`src/rtl/puf_ctrl_pkg.sv`:
```
// -----------------------------------------------------------------------------
// puf_ctrl_pkg
// Shared definitions for the arbiter-PUF challenge controller:
//   - puf_state_t : sequencer states (IDLE, CLR, ARM, FIRE, SAMPLE, DONE)
//   - vote_cnt_w  : width of the vote / ones counters for a given vote count
//   - timer_w     : width of the phase timer covering both timed phases
//   - DEF_*       : default N / VOTES / CLR_CYC / SETTLE_CYC values
// -----------------------------------------------------------------------------
package puf_ctrl_pkg;

    localparam int DEF_N          = 128;
    localparam int DEF_VOTES      = 7;
    localparam int DEF_CLR_CYC    = 4;
    localparam int DEF_SETTLE_CYC = 16;

    typedef enum logic [2:0] {
        IDLE,
        CLR,
        ARM,
        FIRE,
        SAMPLE,
        DONE
    } puf_state_t;

    // Counter must hold the value VOTES itself (all measurements returned 1).
    function automatic int vote_cnt_w(input int votes);
        return $clog2(votes + 1);
    endfunction

    // One timer serves both CLR and FIRE, so size it for the longer phase.
    function automatic int timer_w(input int clr_cyc, input int settle_cyc);
        int longest;
        longest = (clr_cyc > settle_cyc) ? clr_cyc : settle_cyc;
        return $clog2(longest + 1);
    endfunction

endpackage

```
`src/rtl/puf_out_sync.sv`:
```
// -----------------------------------------------------------------------------
// puf_out_sync
// Two-flop synchronizer for the asynchronous SR-latch output of the PUF.
// Ports:
//   clk   : system clock
//   reset : synchronous, active-high; clears both stages
//   d     : asynchronous input (latch output)
//   q     : synchronized output, two clocks behind d
// -----------------------------------------------------------------------------
module puf_out_sync (
    input  logic clk,
    input  logic reset,
    input  logic d,
    output logic q
);

    logic meta_p0;

    always_ff @(posedge clk) begin
        if (reset) begin
            meta_p0 <= 1'b0;
            q       <= 1'b0;
        end else begin
            // stage 0: may go metastable
            meta_p0 <= d;
            // stage 1: resolved value
            q       <= meta_p0;
        end
    end

endmodule

```
`src/rtl/puf_challenge_ctrl.sv`:
```
// -----------------------------------------------------------------------------
// puf_challenge_ctrl
// Sequencer for an N-stage arbiter PUF. Captures a challenge onto the select
// bits, then performs VOTES measurements (clear latch, arm, launch the race
// edge, wait for settle, sample the synchronized latch output) and returns
// the majority-voted response bit.
//
// Ports:
//   clk        : system clock
//   reset      : synchronous, active-high reset
//   start      : request, accepted only while busy=0
//   challenge  : N-bit challenge, captured on the accepted start
//   busy       : high from the cycle after an accepted start through the
//                resp_valid cycle
//   resp_valid : one-cycle pulse, response valid
//   response   : majority-voted response, held until the next resp_valid
//   sel        : select bits to the PUF chain (captured challenge)
//   puf_in     : race launch edge to the chain input
//   puf_reset  : reset to the PUF SR latch
//   puf_out    : asynchronous SR latch output
//   unstable   : (PUF_STABILITY_EN only) 1 when the last vote was not unanimous
//
// Optional feature macro: PUF_STABILITY_EN adds the 'unstable' output.
// -----------------------------------------------------------------------------
module puf_challenge_ctrl
    import puf_ctrl_pkg::*;
#(
    parameter int N          = DEF_N,
    parameter int VOTES      = DEF_VOTES,
    parameter int CLR_CYC    = DEF_CLR_CYC,
    parameter int SETTLE_CYC = DEF_SETTLE_CYC
) (
    input  logic         clk,
    input  logic         reset,
    input  logic         start,
    input  logic [N-1:0] challenge,
    output logic         busy,
    output logic         resp_valid,
    output logic         response,
    output logic [N-1:0] sel,
    output logic         puf_in,
    output logic         puf_reset,
`ifdef PUF_STABILITY_EN
    output logic         unstable,
`endif
    input  logic         puf_out
);

    localparam int CW = vote_cnt_w(VOTES);
    localparam int TW = timer_w(CLR_CYC, SETTLE_CYC);

    // Timer counts down to zero, so a phase of L cycles loads L-1.
    localparam logic [TW-1:0] CLR_LOAD    = TW'(CLR_CYC - 1);
    localparam logic [TW-1:0] SETTLE_LOAD = TW'(SETTLE_CYC - 1);

    if ((VOTES < 1) || ((VOTES % 2) == 0)) begin : g_bad_votes
        $fatal(1, "puf_challenge_ctrl: VOTES must be odd and >= 1");
    end
    if (CLR_CYC < 1) begin : g_bad_clr
        $fatal(1, "puf_challenge_ctrl: CLR_CYC must be >= 1");
    end
    if (SETTLE_CYC < 3) begin : g_bad_settle
        $fatal(1, "puf_challenge_ctrl: SETTLE_CYC must be >= 3");
    end

    puf_state_t    state;
    logic [TW-1:0] timer;
    logic [CW-1:0] ones_cnt;
    logic [CW-1:0] vote_cnt;
    logic          sync_q;

    logic [CW-1:0] ones_next;
    logic          last_vote;
    logic          majority;

    puf_out_sync u_sync (
        .clk   (clk),
        .reset (reset),
        .d     (puf_out),
        .q     (sync_q)
    );

    // Values as they will be after the current SAMPLE cycle; the DONE outputs
    // are registered on the SAMPLE->DONE transition so they must include the
    // measurement being taken now.
    assign ones_next = ones_cnt + CW'(sync_q);
    assign last_vote = (int'(vote_cnt) + 1) >= VOTES;
    assign majority  = int'(ones_next) > (VOTES / 2);

`ifdef PUF_STABILITY_EN
    logic split_vote;
    assign split_vote = (ones_next != '0) && (int'(ones_next) != VOTES);
`endif

    always_ff @(posedge clk) begin
        if (reset) begin
            state      <= IDLE;
            timer      <= '0;
            ones_cnt   <= '0;
            vote_cnt   <= '0;
            busy       <= 1'b0;
            resp_valid <= 1'b0;
            response   <= 1'b0;
            sel        <= '0;
            puf_in     <= 1'b0;
            puf_reset  <= 1'b1;
`ifdef PUF_STABILITY_EN
            unstable   <= 1'b0;
`endif
        end else begin
            resp_valid <= 1'b0;
            case (state)
                IDLE: begin
                    puf_reset <= 1'b1;
                    puf_in    <= 1'b0;
                    if (start) begin
                        sel      <= challenge;
                        ones_cnt <= '0;
                        vote_cnt <= '0;
                        timer    <= CLR_LOAD;
                        busy     <= 1'b1;
                        state    <= CLR;
                    end
                end

                CLR: begin
                    if (timer == '0) begin
                        puf_reset <= 1'b0;
                        puf_in    <= 1'b0;
                        state     <= ARM;
                    end else begin
                        timer <= timer - TW'(1);
                    end
                end

                ARM: begin
                    puf_in <= 1'b1;
                    timer  <= SETTLE_LOAD;
                    state  <= FIRE;
                end

                // puf_in stays high through FIRE and SAMPLE.
                FIRE: begin
                    if (timer == '0) begin
                        state <= SAMPLE;
                    end else begin
                        timer <= timer - TW'(1);
                    end
                end

                SAMPLE: begin
                    ones_cnt  <= ones_next;
                    vote_cnt  <= vote_cnt + CW'(1);
                    puf_reset <= 1'b1;
                    puf_in    <= 1'b0;
                    if (last_vote) begin
                        resp_valid <= 1'b1;
                        response   <= majority;
`ifdef PUF_STABILITY_EN
                        unstable   <= split_vote;
`endif
                        state      <= DONE;
                    end else begin
                        timer <= CLR_LOAD;
                        state <= CLR;
                    end
                end

                // start is not looked at here; it is dropped like any busy start.
                DONE: begin
                    busy  <= 1'b0;
                    state <= IDLE;
                end

                default: begin
                    busy      <= 1'b0;
                    puf_reset <= 1'b1;
                    puf_in    <= 1'b0;
                    state     <= IDLE;
                end
            endcase
        end
    end

endmodule
```
`config.mk`:
```
export PLATFORM = sky130hd
export DESIGN_NAME = puf_challenge_ctrl
export DESIGN_NICKNAME = d
export VERILOG_FILES = /design/src/rtl/puf_ctrl_pkg.sv /design/src/rtl/puf_out_sync.sv /design/src/rtl/puf_challenge_ctrl.sv
export SDC_FILE = /design/constraint.sdc
export NUM_CORES = 1
export LEC_CHECK = 0
export ABC_CLOCK_PERIOD_IN_PS = 2650
export BUFFER_PORTS_ARGS = -buffer_cell sky130_fd_sc_hd__clkbuf_2
export CELL_PAD_IN_SITES_DETAIL_PLACEMENT = 0
export CELL_PAD_IN_SITES_GLOBAL_PLACEMENT = 1
export CORE_MARGIN = 1.5
export CORE_UTILIZATION = 34
export DETAILED_ROUTE_END_ITERATION = 8
export PLACE_DENSITY = 0.95
export SYNTH_ARGS = -nofsm -noshare
export SYNTH_HDL_FRONTEND = slang
export SYNTH_SLANG_ARGS = --single-unit
export TNS_END_PERCENT = 1
```
`constraint.sdc`:
```
create_clock -name clk -period 2.65 [get_ports clk]
set_input_delay 0.265 -clock clk [delete_from_list [all_inputs] [get_ports clk]]
set_output_delay 0.265 -clock clk [all_outputs]
set_load 0.03 [all_outputs]
```
==> impl_metrics.tcl <==
set metrics [dict create \
    status "complete, no violations" \
    cellLeakagePower_nw 3.433 \
    htreeDepth 4 \
    core_region_area_um2 15830 \
    grt_max_degree 85 \
    yosysUniqueCellTypes 38 \
    die_y_um 129.9 \
    setup_viol 0 \
    cts_made_buffers 17 \
    synth_area_leaders "dfxtp_1, nand2_1, a21oi_1" \
    cts_tree "built" \
    cp_cell_sequence "or4b_4, buf_12, nand2_1, a21oi_1" \
    cellPowerDensity_nw_per_um2 867.0 \
    dr.pass1.iters 4 \
    finalCriticalPeriod_ns 1.922 \
    yosysWarnings 0 \
    cp-end-kind "flip-flop" \
    synthArstFlopShare_pct 0 \
    slowest_stage "or4b_4" \
    initial_utilization_pct 34.61 \
    area_growth_pct 38.01 \
    report.final.slew_viol_count 0 \
    clkTransAtPathRegs_ns 0.06 \
    drive_above_1_share_pct 33.55 \
    synth_nets 816 \
    hpwl_mm 9.721 \
    post_dp_cell_area_um2 6947 \
    fill_cells 1579 \
    worstSkewPairLatency_ns 0.41 \
    track_usage_pct 16.26 \
    clockBufferDepth 2 \
    clock_skew_ns 0.008005 \
    route.detailed.drc 0 \
    critical_path.max_stage_delay_ns 0.85 \
    synth_top_cell_area_share_pct 54.45 \
    post-cts-setup-buffer-count 0 \
    power_mw 6.555 \
    synth-edff-count 0 \
    fin_ws_ns 0.7282 \
    routedWlPerCell_um 12.45 \
    crit_fanout 46 \
    layout.nets 1057 \
    fin_crit_sh_pct 72.52 \
    ctsRootBufferMaster "clkbuf_16" \
    cts_resized 0 \
    yosys_most_used_dff "dfxtp_1" \
    crit_family "simple AND/OR/NAND/NOR gates" \
    drt-initial-drc-count 283 \
    rsz0062_at_grt "false" \
    peakVddDrop_v 0.0004649 \
    overflow 0 \
    die_w_um 129.9 \
    layoutNonFillerInstCount 1149 \
    ioPinCount 265 \
    rows 46 \
    pre_cts_slack_ns 0.7355 \
    setup_tns_ns 0 \
    critPathBufInv 1 \
    critPathKind "flip-flop to flip-flop" \
    via_count 5307 \
    antenna_left 0 \
    yosys.area.top_type "dfxtp_1" \
    finalInstanceArea_um2 7560 \
    grt_pass1_vias 4729 \
    routabilityCongestion 0.7556 \
    tightest_slew_ns 0.5911 \
    synth-seq-cells 149 \
    grt_pass1_wl_mm 21.82 \
    hold_viol_final 0 \
    slew_headroom_pct 60.23 \
    cts_sinks 149 \
    crit_required_ns 2.92 \
    avgSynthCellArea_um2 8.067 \
    synth_area_um2 5478 \
    syn_inst 679 \
    arrival_ns 2.20 \
    portBuffers 264 \
    die-area_um2 16880 \
    timing.fmax_mhz 520.3 \
    drv_cap 0 \
    avgViaCountPerCell 4.619 \
    grt_antenna_before_repair 0 \
    routed_wirelength_mm 14.31 \
    min_path_type "input pin to flip-flop" \
    setup.worst_path.start_class "flip-flop" \
    ctsHoldBuffers 0 \
    fin_hold_ws_ns 0.06628 \
    placed_cells 1117 \
    utilization_pct 47.76 \
    ys_seq_area_share_pct 54.45 \
    diodes 0 \
]
## synth_stat cells, types with 2 or more instances
library cell / number
nand2_1: 262
dfxtp_1: 149
a21oi_1: 136
clkbuf_1: 28
buf_2: 16
buf_6: 8
inv_1: 7
nand3_1: 7
nor2b_1: 7
nor2_1: 6
o21ai_0: 6
ha_1: 5
a221oi_1: 3
a31oi_1: 3
or3_1: 3
or3b_2: 3
a211oi_1: 2
a41oi_1: 2
nor3_1: 2
nor3b_1: 2
nor4_1: 2
nor4b_1: 2
o21a_1: 2
o32ai_1: 2
## layout by cell type, fill, tap and decap left out, types with 4 or more instances in the layout
| master | n |
|---|---|
| clkbuf_2 | 263 |
| nand2_1 | 262 |
| dfxtp_1 | 149 |
| a21oi_1 | 136 |
| clkbuf_16 | 17 |
| inv_1 | 7 |
| nand3_1 | 7 |
| nor2b_1 | 7 |
| o21ai_0 | 6 |
| nor2_1 | 6 |
| buf_4 | 6 |
| ha_1 | 5 |
| buf_12 | 5 |
| clkinv_2 | 4 |
## flip-flops by register name (all words and copies together), names as in the netlist
register,flops
puf_in,1
state,3
puf_reset,1
u_sync.q,1
vote_cnt,3
sel,128
resp_valid,1
ones_cnt,3
u_sync.meta_p0,1
response,1
timer,5
busy,1
## routing by layer
layer | up-vias | track usage [%] | part of all wire, %
met4 | 0 | 5.882 | 1.3
li1 | 2718 | - | -
met1 | 2401 | 19.01 | 43
met3 | 15 | 6.150 | 7.8
met5 | - | 0 | 0
met2 | 173 | 27.23 | 48
## report_power, final
group,internal [mW],total [mW],switching (mW)
registers,2.46,2.58,0.119
clock network,1.52,2.49,0.974
logic,0.473,1.48,1.00
total,4.46,6.55,2.10
## final cells by class
type,count,area (µm²),area share (%)
clock inverter,14,173.9,2.301
sequential,149,2983,39.46
tap,216,270.3,3.575
timing repair buffer,274,1461,19.33
multi-input combinational,471,2206,29.18
clock buffer,18,439.2,5.809
inverter,7,26.28,0.3476
## cells by family (layout without fill, tap and decap cells)
family	count (synthesis)	in the layout	share of synthesized area, %
XOR/XNOR	1	1	0.1599
flip-flops	149	149	54.45
buffers and inverters	59	313	5.505
AND/OR/NAND/NOR	303	303	22.84
adder cells (fa/ha/maj)	5	5	1.142
AO/OA/AOI/OAI	162	162	15.90
## final timing paths
path	start	end	slack, ns	cells past startpoint
setup / recovery	state[2]	sel[26]	0.73	4
hold / removal	challenge[75]	sel[75]	0.07	3
setup reg to reg	state[2]	sel[26]	0.73	4
hold reg to reg	u_sync.meta_p0	u_sync.q	0.44	1
## worst register-to-register path, cell delays in order (launching register included)
cell	delay, ns
dfxtp_1	0.46
or4b_4	0.85
buf_12	0.28
nand2_1	0.14
a21oi_1	0.06
(Power assumes the default switching activity.)
